$ cat config.mk
export PLATFORM = sky130hd
export DESIGN_NAME = elevator_scheduler
export DESIGN_NICKNAME = d
export VERILOG_FILES = /design/src/rtl/elevator_pkg.sv /design/src/rtl/elev_timer.sv /design/src/rtl/elevator_scheduler.sv
export SDC_FILE = /design/constraint.sdc
export NUM_CORES = 1
export LEC_CHECK = 0
export ABC_AREA = 1
export BUFFER_PORTS_ARGS = -buffer_cell sky130_fd_sc_hd__buf_4
export CAP_MARGIN = 30
export CORE_MARGIN = 4
export CORE_UTILIZATION = 43
export CTS_CLUSTER_DIAMETER = 60
export DETAILED_ROUTE_END_ITERATION = 16
export PLACE_DENSITY = 0.71
export SYNTH_ARGS = -nofsm -noshare
export SYNTH_HDL_FRONTEND = slang
export SYNTH_SLANG_ARGS = --single-unit
$ cat constraint.sdc
create_clock -name clk -period 2.4 [get_ports clk]
set_input_delay 0.24 -clock clk [delete_from_list [all_inputs] [get_ports clk]]
set_output_delay 0.24 -clock clk [all_outputs]
set_load 0.02 [all_outputs]
$ cat src/rtl/elevator_pkg.sv
// Shared types and helpers for the four-floor elevator scheduler.
// Floor masks are one bit per floor, with bit n standing for floor n.
package elevator_pkg;

    localparam int NUM_FLOORS = 4;

    localparam logic [1:0] FLOOR_0 = 2'd0;
    localparam logic [1:0] FLOOR_1 = 2'd1;
    localparam logic [1:0] FLOOR_2 = 2'd2;
    localparam logic [1:0] FLOOR_3 = 2'd3;

    typedef enum logic [1:0] {
        ST_IDLE      = 2'd0,
        ST_MOVE_UP   = 2'd1,
        ST_MOVE_DOWN = 2'd2,
        ST_DOOR_OPEN = 2'd3
    } state_t;

    typedef logic [NUM_FLOORS-1:0] floor_mask_t;

    function automatic floor_mask_t floor_onehot(input logic [1:0] floor);
        floor_mask_t mask;
        mask        = '0;
        mask[floor] = 1'b1;
        return mask;
    endfunction

    function automatic logic calls_above(input floor_mask_t pend, input logic [1:0] floor);
        logic found;
        found = 1'b0;
        for (int i = 0; i < NUM_FLOORS; i++) begin
            if (pend[i] && (i > int'(floor))) begin
                found = 1'b1;
            end
        end
        return found;
    endfunction

    function automatic logic calls_below(input floor_mask_t pend, input logic [1:0] floor);
        logic found;
        found = 1'b0;
        for (int i = 0; i < NUM_FLOORS; i++) begin
            if (pend[i] && (i < int'(floor))) begin
                found = 1'b1;
            end
        end
        return found;
    endfunction

    // "Ahead" means on the side the car is heading towards.
    function automatic logic calls_ahead(input floor_mask_t pend, input logic [1:0] floor,
                                         input logic up);
        return up ? calls_above(pend, floor) : calls_below(pend, floor);
    endfunction

    function automatic logic calls_behind(input floor_mask_t pend, input logic [1:0] floor,
                                          input logic up);
        return up ? calls_below(pend, floor) : calls_above(pend, floor);
    endfunction

endpackage

$ cat src/rtl/elev_timer.sv
// Loadable down-counter whose done flag is raised while the count is zero.
// One instance is shared: it times travel between floors and door-open intervals.
module elev_timer #(
    parameter int WIDTH = 3
) (
    input  logic             clk,
    input  logic             reset_n,
    input  logic             i_load,
    input  logic [WIDTH-1:0] i_load_val,
    output logic             o_done
);

    logic [WIDTH-1:0] r_count;

    always_ff @(posedge clk or negedge reset_n) begin
        if (!reset_n) begin
            r_count <= '0;
        end else if (i_load) begin
            r_count <= i_load_val;
        end else if (r_count != '0) begin
            r_count <= r_count - 1'b1;
        end
    end

    assign o_done = (r_count == '0);

endmodule

$ cat src/rtl/elevator_scheduler.sv
// Single-car collective scheduler for four floors: latches calls, sweeps in one
// direction while calls lie ahead, and reverses only when idle or when the door closes.
module elevator_scheduler
    import elevator_pkg::*;
#(
    parameter int TRAVEL_CYCLES = 8,
    parameter int DOOR_CYCLES   = 4
) (
    input  logic       clk,
    input  logic       reset_n,
    input  logic [3:0] request,
    output logic [1:0] current_floor,
    output logic       moving,
    output logic       dir_up,
    output logic       door_open,
    output logic       arrived,
    output logic [3:0] pending
);

    localparam int TIMER_MAX = (TRAVEL_CYCLES > DOOR_CYCLES) ? TRAVEL_CYCLES : DOOR_CYCLES;
    localparam int TIMER_W   = (TIMER_MAX > 2) ? $clog2(TIMER_MAX) : 1;

    // The timer expires after load_val+1 cycles, so each load is one short of the duration.
    localparam logic [TIMER_W-1:0] TRAVEL_LOAD = TIMER_W'(TRAVEL_CYCLES - 1);
    localparam logic [TIMER_W-1:0] DOOR_LOAD   = TIMER_W'(DOOR_CYCLES - 1);

    state_t      r_state;
    logic [1:0]  r_floor;
    logic        r_dir_up;
    floor_mask_t r_pending;
    logic        r_arrived;

    state_t        w_state_next;
    logic [1:0]    w_floor_next;
    logic          w_dir_next;
    logic          w_arrived_next;
    floor_mask_t   w_served;
    floor_mask_t   w_calls;
    logic [1:0]    w_step_floor;
    logic          w_timer_load;
    logic [TIMER_W-1:0] w_timer_val;
    logic          w_timer_done;

    elev_timer #(
        .WIDTH (TIMER_W)
    ) u_timer (
        .clk        (clk),
        .reset_n    (reset_n),
        .i_load     (w_timer_load),
        .i_load_val (w_timer_val),
        .o_done     (w_timer_done)
    );

    // A live request counts as a call at a floor the car is reaching this edge.
    assign w_calls      = r_pending | request;
    assign w_step_floor = (r_state == ST_MOVE_UP) ? (r_floor + 2'd1) : (r_floor - 2'd1);

    always_comb begin
        w_state_next   = r_state;
        w_floor_next   = r_floor;
        w_dir_next     = r_dir_up;
        w_arrived_next = 1'b0;
        w_served       = '0;
        w_timer_load   = 1'b0;
        w_timer_val    = TRAVEL_LOAD;

        case (r_state)
            ST_IDLE: begin
                if (w_calls[r_floor]) begin
                    w_state_next   = ST_DOOR_OPEN;
                    w_served       = floor_onehot(r_floor);
                    w_arrived_next = 1'b1;
                    w_timer_load   = 1'b1;
                    w_timer_val    = DOOR_LOAD;
                end else if (calls_ahead(r_pending, r_floor, r_dir_up)) begin
                    w_state_next = r_dir_up ? ST_MOVE_UP : ST_MOVE_DOWN;
                    w_timer_load = 1'b1;
                end else if (calls_behind(r_pending, r_floor, r_dir_up)) begin
                    w_dir_next   = ~r_dir_up;
                    w_state_next = r_dir_up ? ST_MOVE_DOWN : ST_MOVE_UP;
                    w_timer_load = 1'b1;
                end
            end

            ST_MOVE_UP, ST_MOVE_DOWN: begin
                if (w_timer_done) begin
                    w_floor_next = w_step_floor;
                    if (w_calls[w_step_floor]) begin
                        w_state_next   = ST_DOOR_OPEN;
                        w_served       = floor_onehot(w_step_floor);
                        w_arrived_next = 1'b1;
                        w_timer_load   = 1'b1;
                        w_timer_val    = DOOR_LOAD;
                    end else if (calls_ahead(r_pending, w_step_floor, r_dir_up)) begin
                        w_timer_load = 1'b1;
                    end else begin
                        // Cannot happen while a call drew the car this way; park safely.
                        w_state_next = ST_IDLE;
                    end
                end
            end

            ST_DOOR_OPEN: begin
                w_served = floor_onehot(r_floor);
                if (request[r_floor]) begin
                    w_timer_load = 1'b1;
                    w_timer_val  = DOOR_LOAD;
                end else if (w_timer_done) begin
                    if (calls_ahead(r_pending, r_floor, r_dir_up)) begin
                        w_state_next = r_dir_up ? ST_MOVE_UP : ST_MOVE_DOWN;
                        w_timer_load = 1'b1;
                    end else if (calls_behind(r_pending, r_floor, r_dir_up)) begin
                        w_dir_next   = ~r_dir_up;
                        w_state_next = r_dir_up ? ST_MOVE_DOWN : ST_MOVE_UP;
                        w_timer_load = 1'b1;
                    end else begin
                        w_state_next = ST_IDLE;
                    end
                end
            end

            default: begin
                w_state_next = ST_IDLE;
            end
        endcase
    end

    always_ff @(posedge clk or negedge reset_n) begin
        if (!reset_n) begin
            r_state   <= ST_IDLE;
            r_floor   <= FLOOR_0;
            r_dir_up  <= 1'b1;
            r_pending <= '0;
            r_arrived <= 1'b0;
        end else begin
            r_state   <= w_state_next;
            r_floor   <= w_floor_next;
            r_dir_up  <= w_dir_next;
            r_pending <= (r_pending | request) & ~w_served;
            r_arrived <= w_arrived_next;
        end
    end

    assign current_floor = r_floor;
    assign moving        = (r_state == ST_MOVE_UP) || (r_state == ST_MOVE_DOWN);
    assign door_open     = (r_state == ST_DOOR_OPEN);
    assign dir_up        = r_dir_up;
    assign arrived       = r_arrived;
    assign pending       = r_pending;

endmodule

==> out/metrics.yaml <==
status: "finished, final reports clean"
drt.antenna.violating_nets: 0
worst_hold_path.endpoint: "pending[0]"
min_delay_path_depth: 3
maximum_single_stage_delay_on_the_critical_path_ns: 0.42
design.final.nets: 228
postSynthRegisterBits: 13
vias_per_cell: 5.15
dp_worst_setup_slack_ns: 0.496
rsz_0062_raised_after_global_routing: "no"
antenna_cells: 0
die_height_um: 62.3
half_perimeter_wire_length_after_detailed_placement_um: 2420
synth_flop_cell: "dfrtp_1"
htreeDepth: 1
power_density_nw_per_um2: 1590
critical_path_peak_fanout: 13
p_comb_share_pct: 74.1
antenna_found_initial: 0
tritoncts: "built"
yosys-top-cells-count: "67 x nand2_1, 20 x inv_1, 14 x nor2_1"
syn2layout_area_growth_pct: 13.9
cts_hold_repair.buffers: 1
final-hold-violation-count: 0
core_um2: 2780
worst_ir_drop_vdd_v: 0.00102
timing.clock.skew_ns: 0.00814
synth_nets: 208
path_cells: "inv_4 > ha_1 > inv_1 > nand2_1 > nand2_1 > nand2_1 > nand2_1 > nand4_1 > nand2_1 > nand2_1 > nand3_1 > nand2_1 > nand2_1 > nand2_1"
synth.yosys.warnings: 0
final_cell_area_um2: 1440
detailedRoute.firstIterationViolations: 69
power.share.sequential_pct: 19.5
leakagePower_nw: 0.763
timing.slew.headroom_pct: 66.5
grt_util_all_layers_pct: 17.4
clock_slew_at_the_register_clock_pins_of_the_worst_setup_and_hold_paths_ns: 0.09
tritoncts.num_buffers: 3
io_buffers: 15
reg_to_reg_end: "r_state[0]"
post_route_cells_drive_above_1_share_pct: 19.1
total_count_of_max_transition_violations_in_the_final_report: 0
gate_count_of_the_mapped_netlist: 190
row_count: 19
synth-edff-count: 0
synth_seq_area_share_pct: 25.8
firstDrtPassIters: 4
synth_largest_area_cell: "dfrtp_1"
die_width_um: 62.3
setup_ws_ns: 0.470
min-delay-start: "request[0]"
post-route-period-util_pct: 80.4
critical_path.slowest_cell: "dfrtp_1"
syn-cell-area_um2: 1270
die_footprint_um2: 3880
timing.reg2reg.setup_slack_ns: 0.47
setup-tns-final_ns: 0
power_switching_mw: 1.29
post-synth-top-count-cell: "nand2_1"
place_area_um2: 1410
initial_core_util_pct: 45.5
io-pin-count: 16
critPathArrivalTime_ns: 2.10
dr_total_vias: 1236
setup_viol: 0
grt_pass1_vias: 1185
drv_cap: 0
cts_setup_buffers: 0
routedWlPerCell_um: 12.9
cts.path.max_buffers: 2
clock_power_share_pct: 6.4
critical_path.top_delay_family: "simple AND/OR/NAND/NOR gates"
ff2ff_path_depth: 14
critical_path_required_ns: 2.57
critical-path-top-cell-by-count: "nand2_1"
async_set_or_reset_flop_fraction_in_the_synthesized_netlist_pct: 100
post-route-drc-count: 0
worst_pin_slew_ns: 0.502
synth.lib_cells_used.distinct: 24
r2r_startpoint: "current_floor[0]"
gp_congestion: 0.894
cts-root-buf: "clkbuf_4"
synthesis.area_per_instance_um2: 6.66
switching_share_pct: 56.2
post_cts.resized_instances: 0
clk_latency_ns: 0.28
netlist_top_cells_area: "dfrtp_1 24%, nand2_1 20%, ha_1 12%"
wire_length_of_the_first_global_routing_pass_um: 5580
criticalPathCategory: "register to register"
grt_max_degree: 14
globalRouteOverflowTotal: 0
clock-sinks: 13
timing.final.crit_period_ns: 1.93
max_freq_ghz: 0.518
cp_num_buf_inv: 2
intPower_mw: 1.00
setup.worst_path.end_class: "register"
yosys.area.top_type_share_pct: 23.7
hold_slack_ns: 0.234
cp-start-kind: "register"
detail_route.wirelength_um: 3110
holdCritPathClass: "input pin to register"
registers in the layout, indices dropped and copies added, names as in the netlist:
register / cells
pending: 4
arrived: 1
r_state: 2
u_timer.r_count: 3
current_floor: 2
dir_up: 1
metrics by stage:
stage	total power, mW	utilization (%)	instances
6_report	2.29	51.9	240
2_1_floorplan	1.72	-	190
5_1_grt	2.59	51.9	240
3_5_place_dp	2.14	50.6	235
4_1_cts	2.29	51.9	240
3_3_place_gp	2.12	50.6	235
cells in the final DEF (no fill, tap or decap):
master and n:
o21ai_2 1, nand4_1 4, dfstp_2 1, inv_2 2, nand3_2 4, dfrtp_1 12
dlygate4sd3_1 1, nor3_1 1, clkbuf_1 1, ha_1 12, buf_4 17, nor2_2 2
nor2_1 14, o21ai_0 9, inv_4 1, nor2_4 3, a41oi_2 1, nand3_1 13
inv_1 20, o211ai_1 1, o21a_1 1, a21oi_1 11, xor2_1 2, nand2_2 5
clkbuf_4 3, nand2_1 67
worst max-delay path by stage:
stage               slack (ns)        startpoint  depth (start not counted)                  to
floorplan                 0.32  current_floor[0]                         16  u_timer.r_count[2]
global placement          0.51  current_floor[0]                         14          r_state[0]
detailed placement        0.50  current_floor[0]                         14          r_state[1]
CTS                       0.48  current_floor[0]                         14          r_state[0]
global route              0.22  current_floor[0]                         14          r_state[0]
finish                    0.47  current_floor[0]                         14          r_state[0]
worst reg2reg max path: stages, from the launching register on:
cell and delay [ns]:
dfrtp_1 0.42, inv_4 0.15, ha_1 0.28, inv_1 0.08, nand2_1 0.05, nand2_1 0.16
nand2_1 0.10, nand2_1 0.08, nand4_1 0.09, nand2_1 0.08, nand2_1 0.05, nand3_1 0.11
nand2_1 0.08, nand2_1 0.06, nand2_1 0.05
power by group through the flow:
stage               clock network (mW)  logic (mW)  registers (mW)
floorplan                            0        1.21           0.518
global placement                     0        1.67           0.450
global route                     0.162        1.95           0.474
detailed placement                   0        1.69           0.449
CTS                              0.149        1.69           0.447
finish                           0.146        1.70           0.447
logic make-up after synthesis:
family | synth area share [%]
simple gates | 40.8
buf+inv | 9.09
compound gates | 11.1
flops | 25.8
fa+ha+maj | 11.9
xor+xnor | 1.38
per-layer routing:
metal / share of wire (%) / track usage, %
met3: 5.6 / 2.34
met1: 48 / 25.7
met5: 0 / 0
met4: 1.0 / 4.77
met2: 45 / 26.3
area by class of cell:
type / instances / area (um2)
clock buffers: 4 / 26.3
fillers: 287 / 1340
inverters: 23 / 88.8
multi-input cells: 151 / 825
flip-flops and latches: 13 / 327
well taps: 31 / 38.8
repair buffers: 18 / 138
(Power assumes the default switching activity.)
